===== config.mk =====
export PLATFORM = sky130hd
export DESIGN_NAME = step_sequencer_mixer
export DESIGN_NICKNAME = d
export VERILOG_FILES = /design/src/rtl/step_sequencer_mixer.sv
export SDC_FILE = /design/constraint.sdc
export NUM_CORES = 1
export LEC_CHECK = 0
export CORE_AREA = 2 2 204 106
export CTS_CLUSTER_SIZE = 12
export DETAILED_ROUTE_END_ITERATION = 16
export DIE_AREA = 0 0 206 108
export MAX_ROUTING_LAYER = met4
export PLACE_DENSITY_LB_ADDON = 0.25
export SYNTH_ARGS = -nofsm -noshare
export SYNTH_HDL_FRONTEND = slang
export SYNTH_SLANG_ARGS = --single-unit

===== constraint.sdc =====
create_clock -name clock -period 27.1 [get_ports clock]
set_input_delay 5.42 -clock clock [delete_from_list [all_inputs] [get_ports clock]]
set_output_delay 5.42 -clock clock [all_outputs]
set_load 0.02 [all_outputs]

===== src/rtl/step_sequencer_mixer.sv =====
// Step sequencer core: per-channel on/off patterns edited from switches or by
// live tap, a playhead advanced by a beat strobe, gate/trigger outputs for the
// voice generators, and a saturating mixer of the returned voice samples.
module step_sequencer_mixer #(
    parameter int CHANNELS = 5,
    parameter int STEPS    = 8,
    parameter int SAMPLE_W = 24,
    parameter int SEL_W    = 4
) (
    input  logic                         clock,
    input  logic                         reset,
    input  logic                         beat,
    input  logic                         run,
    input  logic [SEL_W-1:0]             sel,
    input  logic [STEPS-1:0]             sw,
    input  logic                         load,
    input  logic                         tap,
    input  logic                         clear,
    input  logic [CHANNELS-1:0]          mute,
    input  logic [CHANNELS*SAMPLE_W-1:0] voice_in,
    output logic [CHANNELS-1:0]          gate,
    output logic [CHANNELS-1:0]          trigger,
    output logic [$clog2(STEPS)-1:0]     step_idx,
    output logic [SAMPLE_W-1:0]          pcm,
    output logic                         clip,
    output logic [STEPS-1:0]             leds
);

    localparam int IDX_W = $clog2(STEPS);
    localparam int SUM_W = SAMPLE_W + $clog2(CHANNELS) + 1;

    localparam logic [IDX_W-1:0] LAST_STEP = IDX_W'(STEPS - 1);

    // Saturation limits expressed at the full accumulator width.
    localparam logic signed [SUM_W-1:0] SAT_MAX =
        {{(SUM_W - SAMPLE_W + 1){1'b0}}, {(SAMPLE_W - 1){1'b1}}};
    localparam logic signed [SUM_W-1:0] SAT_MIN =
        {{(SUM_W - SAMPLE_W + 1){1'b1}}, {(SAMPLE_W - 1){1'b0}}};

    typedef enum logic {
        STOPPED = 1'b0,
        PLAYING = 1'b1
    } state_t;

    state_t state;
    state_t state_next;

    logic [STEPS-1:0]    pattern [CHANNELS];
    logic [CHANNELS-1:0] sel_hit;
    logic [STEPS-1:0]    sel_pattern;

    logic [IDX_W-1:0]    step_next;
    logic [IDX_W-1:0]    read_step;
    logic [CHANNELS-1:0] step_column;

    logic [IDX_W-1:0]    step_d;
    logic [CHANNELS-1:0] gate_d;
    logic [CHANNELS-1:0] trigger_d;

    logic [SAMPLE_W-1:0]     voice_word;
    logic signed [SUM_W-1:0] mix_sum;
    logic [SAMPLE_W-1:0]     pcm_d;
    logic                    clip_d;
    logic [STEPS-1:0]        playhead_leds;

    // Decode the edit/display select; an out-of-range sel matches no channel.
    always_comb begin
        sel_hit     = '0;
        sel_pattern = '0;
        for (int c = 0; c < CHANNELS; c++) begin
            if (sel == SEL_W'(c)) begin
                sel_hit[c]  = 1'b1;
                sel_pattern = pattern[c];
            end
        end
    end

    // Pattern edits: clear wins over load, load over tap; taps only while playing
    // and always land on the step currently shown, i.e. the one being left on a beat.
    always_ff @(posedge clock) begin
        if (reset) begin
            for (int c = 0; c < CHANNELS; c++) begin
                pattern[c] <= '0;
            end
        end else begin
            for (int c = 0; c < CHANNELS; c++) begin
                if (sel_hit[c]) begin
                    if (clear) begin
                        pattern[c] <= '0;
                    end else if (load) begin
                        pattern[c] <= sw;
                    end else if (tap && state == PLAYING) begin
                        pattern[c][step_idx] <= 1'b1;
                    end
                end
            end
        end
    end

    // Column of pattern bits for the step a beat would move to (pre-edit contents).
    always_comb begin
        step_column = '0;
        step_next   = (step_idx == LAST_STEP) ? '0 : step_idx + IDX_W'(1);
        read_step   = (state == PLAYING) ? step_next : '0;
        for (int c = 0; c < CHANNELS; c++) begin
            step_column[c] = pattern[c][read_step];
        end
    end

    // Sequencer state register together with the registered playhead outputs.
    always_ff @(posedge clock) begin
        if (reset) begin
            state    <= STOPPED;
            step_idx <= '0;
            gate     <= '0;
            trigger  <= '0;
        end else begin
            state    <= state_next;
            step_idx <= step_d;
            gate     <= gate_d;
            trigger  <= trigger_d;
        end
    end

    // Next-state logic: start on beat with run, advance on beat, drop out when run falls.
    always_comb begin
        state_next = state;
        step_d     = '0;
        gate_d     = '0;
        trigger_d  = '0;
        case (state)
            STOPPED: begin
                if (beat && run) begin
                    state_next = PLAYING;
                    gate_d     = step_column;
                    trigger_d  = step_column;
                end
            end
            PLAYING: begin
                if (!run) begin
                    state_next = STOPPED;
                end else if (beat) begin
                    step_d    = step_next;
                    gate_d    = step_column;
                    trigger_d = step_column;
                end else begin
                    step_d = step_idx;
                    gate_d = gate;
                end
            end
            default: begin
                state_next = STOPPED;
            end
        endcase
    end

    // Sum gated, unmuted voices at full width and clamp into the sample range.
    always_comb begin
        mix_sum    = '0;
        voice_word = '0;
        pcm_d      = '0;
        clip_d     = 1'b0;
        for (int c = 0; c < CHANNELS; c++) begin
            voice_word = voice_in[c*SAMPLE_W +: SAMPLE_W];
            if (gate[c] && !mute[c]) begin
                mix_sum = mix_sum
                        + {{(SUM_W - SAMPLE_W){voice_word[SAMPLE_W-1]}}, voice_word};
            end
        end
        if (mix_sum > SAT_MAX) begin
            pcm_d  = SAT_MAX[SAMPLE_W-1:0];
            clip_d = 1'b1;
        end else if (mix_sum < SAT_MIN) begin
            pcm_d  = SAT_MIN[SAMPLE_W-1:0];
            clip_d = 1'b1;
        end else begin
            pcm_d = mix_sum[SAMPLE_W-1:0];
        end
    end

    // Register the mixed sample and its clip flag.
    always_ff @(posedge clock) begin
        if (reset) begin
            pcm  <= '0;
            clip <= 1'b0;
        end else begin
            pcm  <= pcm_d;
            clip <= clip_d;
        end
    end

    // One-hot playhead overlay, shown only while playing.
    always_comb begin
        playhead_leds = '0;
        if (state == PLAYING) begin
            playhead_leds = STEPS'(1) << step_idx;
        end
    end

    // Register the LED view of the selected pattern with the playhead overlaid.
    always_ff @(posedge clock) begin
        if (reset) begin
            leds <= '0;
        end else begin
            leds <= sel_pattern | playhead_leds;
        end
    end

endmodule


=== Word level (Yosys, flattened, before mapping) ===
Memory sizes are Yosys's and may differ from the RTL's.
Index checks and enable logic that the tools add are counted.
W data, S select, Z words.

* $add $sub $neg: 5
* Order comparisons: 5
* Shift operators: 1
* Bitwise logic cells: 53
* Mux-type cells: 147
* Reduce and logical (&&, ||, !) cells: 16
* Eq/ne operators: 6

{| class="wikitable"
|+ Operator list
! kind !! count
|-
| $mux W8 || 21
|-
| $mux W28 || 5
|-
| $add A28 B28 Y28 || 4
|-
| $mux W1 || 103
|-
| $or A1 B1 Y1 || 50
|-
| $gt A28 B24 Y1 const B || 1
|-
| $lt A28 B24 Y1 const B || 1
|-
| $mux W5 || 5
|-
| $mux W24 || 1
|-
| $mux W23 || 1
|-
| $pmux W5 S2 || 2
|-
| $bmux W1 S3 || 5
|-
| $eq A4 B2 Y1 const B || 2
|-
| $logic_and A1 B1 Y1 || 8
|-
| $lt A3 B4 Y1 const B || 2
|-
| $or A8 B8 Y8 || 1
|-
| $shl A1 B3 Y8 const A || 1
|-
| $mux W3 || 2
|-
| $logic_not A1 Y1 || 5
|-
| $eq A4 B1 Y1 const B || 1
|-
| $eq A4 B3 Y1 const B || 1
|-
| $logic_not A4 Y1 || 1
|-
| $add A3 B1 Y3 const B || 1
|-
| $demux W1 S3 || 1
|-
| other kinds (7) || 8
|}

* Logic and storage cells: 242
* RAM bits: 40
* Bits of input ports: 144
* Output and inout bits: 46
* Memories: 1
* Register bits: 47

{| class="wikitable"
|+ Memories
! name !! words !! bits a word !! rd ports !! clocked after Yosys merged registers in !! wr ports !! line !! source
|-
| pattern || 5 || 8 || 5 || 0 || 5 || 48 || <nowiki>logic [STEPS-1:0] pattern [CHANNELS];</nowiki>
|}

=== Longest topological paths before layout ===
Gate-level depths: netlist (run 1).

* Depth in word-level cells: 14
* Gate-level depth with buffers: 47
* Gate-level depth less buffers: 45

=== Least setup slack after synthesis (run 1) ===
No wires, ideal clock.

* Path type: input-to-reg
* Start point: in mute[0]
* End point: reg pcm[18]
* Buffers on the path: 2
* Library setup time: 0.120 ns
* Stages: 44
* Arrival time: 13.106 ns
* Slack: 13.874 ns
* Required time: 26.980 ns
* Cells stage by stage: nor2b_1 -> clkbuf_1 -> nand2_1 -> inv_1 -> ha_1 -> fa_1 -> o21ai_0 -> o31a_1 -> a211oi_1 -> o211ai_1 -> a21oi_1 -> o21ai_0 -> a21oi_1 -> xnor2_1 -> o21ai_0 -> ha_1 -> nand4_1 -> or4_1 -> [8 not listed] -> and3_1 -> nand2_1 -> o21bai_4 -> a31oi_1 -> xor2_1 -> nor2_1 -> a31oi_1 -> ha_1 -> nor2b_1 -> a31o_2 -> a41oi_1 -> nand2b_1 -> a21oi_1 -> xnor2_1 -> a2111oi_0 -> nand4bb_4 -> buf_6 -> o31ai_2

* Word-level cells in the longest chain between the ends: 14
* Elaborated cells between the ends (all ways): 15
* Classes of those cells: add/sub (4); order compare (2); mux (7); reduce/logical (2)

{| class="wikitable"
|+ RTL lines
! item !! line !! source
|-
| start, declared || 19 || <nowiki>input logic [CHANNELS-1:0] mute,</nowiki>
|-
| $logic_not A1 Y1 (*) || 165 || <nowiki>if (gate[c] && !mute[c]) begin</nowiki>
|-
| $logic_and A1 B1 Y1 (*) || 165 ||
|-
| $mux W28 (*) || 165 ||
|-
| $add A28 B28 Y28 || 167 || <nowiki>+ {{(SUM_W - SAMPLE_W){voice_word[SAMPLE_W-1]}}, voice_word};</nowiki>
|-
| $mux W28 (*) || 165 ||
|-
| $add A28 B28 Y28 || 167 ||
|-
| $mux W28 (*) || 165 ||
|-
| $add A28 B28 Y28 || 167 ||
|-
| $mux W28 (*) || 165 ||
|-
| $add A28 B28 Y28 || 167 ||
|-
| $mux W28 (*) || 165 ||
|-
| $lt A28 B24 Y1 || 173 || <nowiki>end else if (mix_sum < SAT_MIN) begin</nowiki>
|-
| $mux W24 || 173 ||
|-
| $mux W23 (*) || 170 || <nowiki>if (mix_sum > SAT_MAX) begin</nowiki>
|-
| end signal, assigned || 187 || <nowiki>pcm <= pcm_d;</nowiki>
|-
| end, declared || 24 || <nowiki>output logic [SAMPLE_W-1:0] pcm,</nowiki>
|}

Every way passes the cells marked *; elsewhere a longest branch is shown, timed or not.
A chain may end at the register's enable or synchronous reset.

=== Final worst setup path (run 1) ===
* Start point: in mute[0]
* End point: reg pcm[1]

Same word-level chain as after synthesis.

==> flow_metrics.tcl, run 1 <==
set metrics [dict create \
    cts_post_setup_buffers_inserted 0 \
    floorplan.io_pins 190 \
    initial_utilization_pct 54.3 \
    status "complete, no violations" \
    die_height_um 108 \
    place.port_buffers 189 \
    fraction_of_registers_with_async_set_or_reset_after_synthesis_pct 0 \
    critPathArrivalTime_ps 15740 \
    cp_common_cell "sky130_fd_sc_hd__a21oi_1" \
    worst_r2r_startpoint "gate[0]" \
    cts_resized 0 \
    timing.critical_path.from "mute[0]" \
    postCtsHoldBufs 0 \
    std_cell_rows 37 \
    drtPass1Iterations 6 \
    finalMaxSlewViolations 0 \
    dominantRegCellSynth "sky130_fd_sc_hd__dfxtp_1" \
    die_w_um 206 \
    tritoncts.num_buffers 9 \
    final-hold-violation-count 0 \
    post-synth-top-area-cell "sky130_fd_sc_hd__ha_1" \
    ys_warn_count 0 \
    clk_pin_slew_ps 60 \
    finalClockSkew_ps 7.61 \
    cp.required_ps 27300 \
    power.leakage_nw 5.56 \
    fin_tns_setup_ps 0 \
    route.vias.total 11676 \
    post_route_ant_nets 0 \
    leading_cell_types_by_count_after_synthesis "sky130_fd_sc_hd__nand2_1, sky130_fd_sc_hd__o21ai_0, sky130_fd_sc_hd__a21oi_1" \
    h-tree-depth 3 \
    grt_max_degree 37 \
    rsz0062_at_grt "no" \
    max-slew-margin-rel_pct 23.6 \
    cp_slowest_cell "sky130_fd_sc_hd__nor2b_1" \
    worst_hold_startpoint "gate[4]" \
    global_route_wire_length_before_repair_um 56400 \
    setup.worst_path.class "in2reg" \
    synthToLayoutAreaGrowth_pct 21.0 \
    post_synth_edffs 40 \
    crit_path_max_fanout 24 \
    ir_drop_uv 38.3 \
    maximum_count_of_clock_buffers_along_a_single_path 2 \
    seq_area_frac_synth_pct 19.4 \
    cp-end-kind "register" \
    clock.fmax_mhz 64.4 \
    viasPerCell 6.22 \
    tightest_slew_ps 1140 \
    timing.final.setup_violations 0 \
    place_congestion 0.979 \
    final.hold.worst_slack_ps 528 \
    clock_insertion_delay_at_the_later_pin_of_the_skew_report_ps 340 \
    synth.top_cell.area_share_pct 12.6 \
    synth_area_leaders "sky130_fd_sc_hd__ha_1, sky130_fd_sc_hd__edfxtp_1, sky130_fd_sc_hd__dfxtp_1, sky130_fd_sc_hd__o21ai_0, sky130_fd_sc_hd__a21oi_1" \
    cp_slowest_stage_delay_ps 890 \
    synth_cell_types 90 \
    syn_avg_cell_area_um2 7.57 \
    dr.first_iter.drc_count 977 \
    filler_cell_count 1733 \
    cts_num_sinks 87 \
    fp.dieArea_um2 22200 \
    postSynthCellCount 1455 \
    post-route-min-period_ps 15540 \
    power.density_cell_area_nw_per_um2 31.8 \
    antenna_found_initial 0 \
    remaining_drc_errors 0 \
    final.period_utilization_pct 57.3 \
    antennaDiodeCount 0 \
    drt_wl_total_um 35800 \
    grt_use_total_pct 32.7 \
    wire_per_inst_um 19.1 \
    yosys_register_bits 87 \
    synth.cell_area_um2 11000 \
    first_global_vias 10859 \
    layout-drive-gt1-share_pct 5.93 \
    critPathLaunchType "input port" \
    synth_nets 1714 \
    tritoncts "built" \
    type_of_the_tightest_min_delay_check "reg2reg" \
    design.final.nets 1857 \
    clockRootBuffer "sky130_fd_sc_hd__clkbuf_16" \
    yosys.cell_count.top_type "sky130_fd_sc_hd__nand2_1" \
    globalRouteOverflowTotal 0 \
    core_um2 20300 \
    maxCapViolCount 0 \
    detailed_place_hpwl_um 28600 \
]
==> metrics by stage <==
step	power, mW	worst slack [ps]	util, %	std cells	cell area (um2)
floorplan	0.243	13870	-	1455	11000
CTS	0.423	11690	65.7	1876	13300
global route	0.441	10660	65.7	1876	13300
finish	0.424	11560	65.7	1876	13300
global placement	0.297	11590	64.3	1860	13000
detailed placement	0.300	11360	64.3	1860	13000
==> critical path: cells and delay by family <==
family	cells	cell delay, ps
compound gates	19	4190
xor+xnor	4	630
fa+ha+maj	5	1530
buf+inv	2	550
simple gates	13	3390
==> routing by layer <==
| layer | wire [um] | vias up | track usage (%) |
|---|---|---|---|
| met3 | 2920 | 84 | 2.98 |
| met4 | 1080 | 0 | 10.5 |
| met5 | 0 | - | - |
| met1 | 15500 | 5362 | 43.0 |
| li1 | - | 5666 | - |
| met2 | 16300 | 564 | 53.6 |
==> placed cells by master (no fill, tap or decap), types with 18 or more instances in the layout <==
| cell | n |
|---|---|
| sky130_fd_sc_hd__a211oi_1 | 20 |
| sky130_fd_sc_hd__a21o_1 | 45 |
| sky130_fd_sc_hd__a21oi_1 | 145 |
| sky130_fd_sc_hd__a31oi_1 | 24 |
| sky130_fd_sc_hd__and2_1 | 22 |
| sky130_fd_sc_hd__and3_1 | 19 |
| sky130_fd_sc_hd__clkdlybuf4s50_1 | 189 |
| sky130_fd_sc_hd__dfxtp_1 | 47 |
| sky130_fd_sc_hd__edfxtp_1 | 40 |
| sky130_fd_sc_hd__ha_1 | 111 |
| sky130_fd_sc_hd__inv_1 | 53 |
| sky130_fd_sc_hd__mux2i_1 | 18 |
| sky130_fd_sc_hd__nand2_1 | 189 |
| sky130_fd_sc_hd__nand3_1 | 37 |
| sky130_fd_sc_hd__nor2_1 | 96 |
| sky130_fd_sc_hd__nor2b_1 | 18 |
| sky130_fd_sc_hd__o21ai_0 | 170 |
| sky130_fd_sc_hd__o21ai_2 | 20 |
| sky130_fd_sc_hd__xnor2_1 | 56 |
| sky130_fd_sc_hd__xor2_1 | 28 |
==> final timing paths <==
| kind | endpoint | slack [ps] | cells past startpoint |
|---|---|---|---|
| setup / recovery | pcm[1] | 11560 | 43 |
| hold / removal | gate[4] | 530 | 1 |
| setup reg to reg | pcm[1] | 16470 | 42 |
| hold reg to reg | gate[4] | 530 | 1 |
==> cells by family (layout without fill, tap and decap cells) <==
| family | Yosys count | in the layout | synth area share, % |
|---|---|---|---|
| adders and majority gates | 116 | 116 | 13.4 |
| AOI/OAI and AO/OA | 550 | 550 | 31.9 |
| muxes | 39 | 39 | 4.19 |
| DFF | 87 | 87 | 19.4 |
| and+or+nand+nor | 459 | 459 | 19.6 |
| buffers and inverters | 118 | 266 | 4.41 |
| xor gates and xnor gates | 86 | 86 | 7.05 |
==> registers in the layout, indices dropped and copies added (netlist names) <==
signal	cells
step_idx	3
state	1
gate	5
leds	8
trigger	5
pcm	24
clip	1
pattern	40
==> power breakdown <==
group / total [mW] / leakage (nW) / switching [mW] / internal, mW
Sequential: 0.153 / 0.773 / 0.00586 / 0.147
Combinational: 0.147 / 4.64 / 0.0784 / 0.0684
Clock: 0.124 / 0.142 / 0.0526 / 0.0716
==> area by class of cell <==
| type | count | area (um2) | share of cell area [%] |
|---|---|---|---|
| multi-input cells | 1250 | 8400 | 63.0 |
| flip-flops and latches | 87 | 2140 | 16.1 |
| repair buffers | 197 | 1950 | 14.6 |
| well taps | 273 | 342 | 2.56 |
| clock buffers | 9 | 225 | 1.69 |
| inverters | 53 | 199 | 1.49 |
| clock inverters | 7 | 71.3 | 0.535 |
No activity file was read; power rests on OpenSTA's default activity.
==> inputs of run 2 (changes only) <==
Clock period 27.1 ns to 15.39 ns, I/O delays scaled along.
==> run 2 against run 1 <==
Net effect: register-to-register slack got worse by 12000 ps; design area rose by 0.39%; routed wire length fell by 0.35%; count of clock-buffer cells in the layout did not move; sequential power rose by 76%; total power rose by 84%; combinational power rose by 76%; largest cell class unchanged; highest routed layer unchanged.
==> flow_metrics.tcl, run 2 (synthesis results as in run 1) <==
set metrics [dict create \
    status "complete, no violations" \
    rsz0062_at_grt "no" \
    core_um2 20300 \
    remaining_drc_errors 0 \
    setup.worst_path.class "in2reg" \
    flop_pwr_share_pct 34.4 \
    h-tree-depth 3 \
    tritoncts "built" \
    antennaDiodeCount 0 \
    finalClockSkew_ps 8.36 \
    tritoncts.num_buffers 9 \
    p_sw_share_pct 31.0 \
    drt_wl_total_um 35700 \
    cp_common_cell "sky130_fd_sc_hd__a21oi_1" \
    leading_cell_types_in_the_layout_fill_and_taps_excluded "sky130_fd_sc_hd__nand2_1, sky130_fd_sc_hd__clkdlybuf4s50_1, sky130_fd_sc_hd__o21ai_0, sky130_fd_sc_hd__a21oi_1, sky130_fd_sc_hd__ha_1" \
    ir_drop_uv 63.0 \
    clock_insertion_delay_at_the_later_pin_of_the_skew_report_ps 340 \
    power.internal_mw 0.540 \
    clockRootBuffer "sky130_fd_sc_hd__clkbuf_16" \
    viasPerCell 6.22 \
    largest_register_ff_count 40 \
    filler_cell_count 1736 \
    critPathLaunchType "input port" \
    dr.first_iter.drc_count 992 \
    post-route-min-period_ps 13180 \
    power.leakage_nw 5.58 \
    finalMaxSlewViolations 0 \
    synthToLayoutAreaGrowth_pct 21.4 \
    layout-drive-gt1-share_pct 6.05 \
    power.density_cell_area_nw_per_um2 58.5 \
    maxCapViolCount 0 \
    design.final.nets 1857 \
    grt_use_total_pct 32.5 \
    p_total_mw 0.782 \
    largest_registers "pattern: 40 flops, pcm: 24 flops, leds: 8 flops" \
    clk_pin_slew_ps 70 \
    global_route_wire_length_before_repair_um 55700 \
    die_height_um 108 \
    fp.dieArea_um2 22200 \
    power.switching_mw 0.242 \
    cts_num_sinks 87 \
    floorplan.io_pins 190 \
    crit_path_max_fanout 24 \
    detailed_place_hpwl_um 28500 \
    cts_resized 0 \
    timing.critical_path.buf_inv 2 \
    tightest_slew_ps 1160 \
    die_w_um 206 \
    regMostFlops "pattern" \
    maximum_count_of_clock_buffers_along_a_single_path 2 \
    type_of_the_tightest_min_delay_check "reg2reg" \
    cp-end-kind "register" \
    globalRouteOverflowTotal 0 \
    wire_per_inst_um 19.0 \
    fin_tns_setup_ps 0 \
    cp_slowest_cell "sky130_fd_sc_hd__nor2b_1" \
    final.period_utilization_pct 85.6 \
    drtPass1Iterations 8 \
    first_global_vias 10765 \
    grt_max_degree 37 \
    postCtsHoldBufs 0 \
    initial_utilization_pct 54.3 \
    timing.final.setup_violations 0 \
    critPathTopFamily "compound AO/OA/AOI/OAI gates" \
    cts_post_setup_buffers_inserted 0 \
    power_frac_clock_pct 32.5 \
    final-hold-violation-count 0 \
    post_route_ant_nets 0 \
    std_cell_rows 37 \
    route.vias.total 11668 \
    max-slew-margin-rel_pct 22.6 \
    critPathArrivalTime_ps 13390 \
    cp_slowest_stage_delay_ps 900 \
    cp.required_ps 15600 \
    place_congestion 0.978 \
    comb_power_share_pct 33.0 \
    place.port_buffers 189 \
    antenna_found_initial 0 \
    clock.fmax_mhz 75.9 \
]
[run 2: cell types whose count changed in the layout (fill, tap and decap cells not counted)]
cell / before / now
sky130_fd_sc_hd__clkinv_1: 2 / 0
sky130_fd_sc_hd__clkinv_4: 1 / 0
sky130_fd_sc_hd__inv_6: 2 / 3
sky130_fd_sc_hd__bufinv_16: 1 / 3
[run 2: metrics by stage]
| step | utilization, % | std cells | setup slack (ps) | hold slack, ps | area (um2) |
|---|---|---|---|---|---|
| after global placement | 64.3 | 1860 | 2220 | 500 | 13000 |
| final | 66.0 | 1876 | 2210 | 559 | 13400 |
| after global routing | 66.0 | 1876 | 1280 | 583 | 13400 |
| after floorplan | - | 1455 | 4510 | 502 | 11000 |
| after detailed placement | 64.3 | 1860 | 2060 | 534 | 13000 |
| after CTS | 66.0 | 1876 | 2380 | 558 | 13400 |
[run 2: final timing paths]
path           start  endpoint  slack, ps  cells after the start
max          mute[0]    pcm[1]       2210                     43
max reg2reg  gate[0]    pcm[1]       4750                     42
min          gate[3]   gate[3]        560                      1
min reg2reg  gate[3]   gate[3]        560                      1
[run 2: layout make-up]
class	instances	area (um2)	area share, %
multi-input combinational	1250	8400	62.8
sequential	87	2140	16.0
timing repair buffer	197	1950	14.6
tap	273	342	2.55
clock buffer	9	225	1.68
inverter	53	199	1.49
clock inverter	7	124	0.926
[run 2: worst reg2reg max path: cells and delay by family (launching register included)]
family,cells,cell delay [ps]
buffers and inverters,1,100
xor gates and xnor gates,4,640
adders and majority gates,5,1530
DFF,1,580
AOI/OAI and AO/OA,19,4220
and+or+nand+nor,13,3430
[run 2: routing by layer]
metal  vias to the layer above  global-route usage, %  wire length [um]
met2                       544                   53.8             16500
met1                      5399                   43.1             15700
met3                        73                   3.07              2640
li1                       5652                      -                 -
met5                         -                      -                 0
met4                         0                   8.16               842
[run 2: power groups by stage]
| stage | Clock, mW | Sequential (mW) | Combinational [mW] |
|---|---|---|---|
| detailed placement | 0 | 0.274 | 0.254 |
| finish | 0.254 | 0.269 | 0.258 |
| CTS | 0.256 | 0.269 | 0.256 |
| global route | 0.264 | 0.270 | 0.280 |
| global placement | 0 | 0.274 | 0.249 |
| floorplan | 0 | 0.283 | 0.144 |
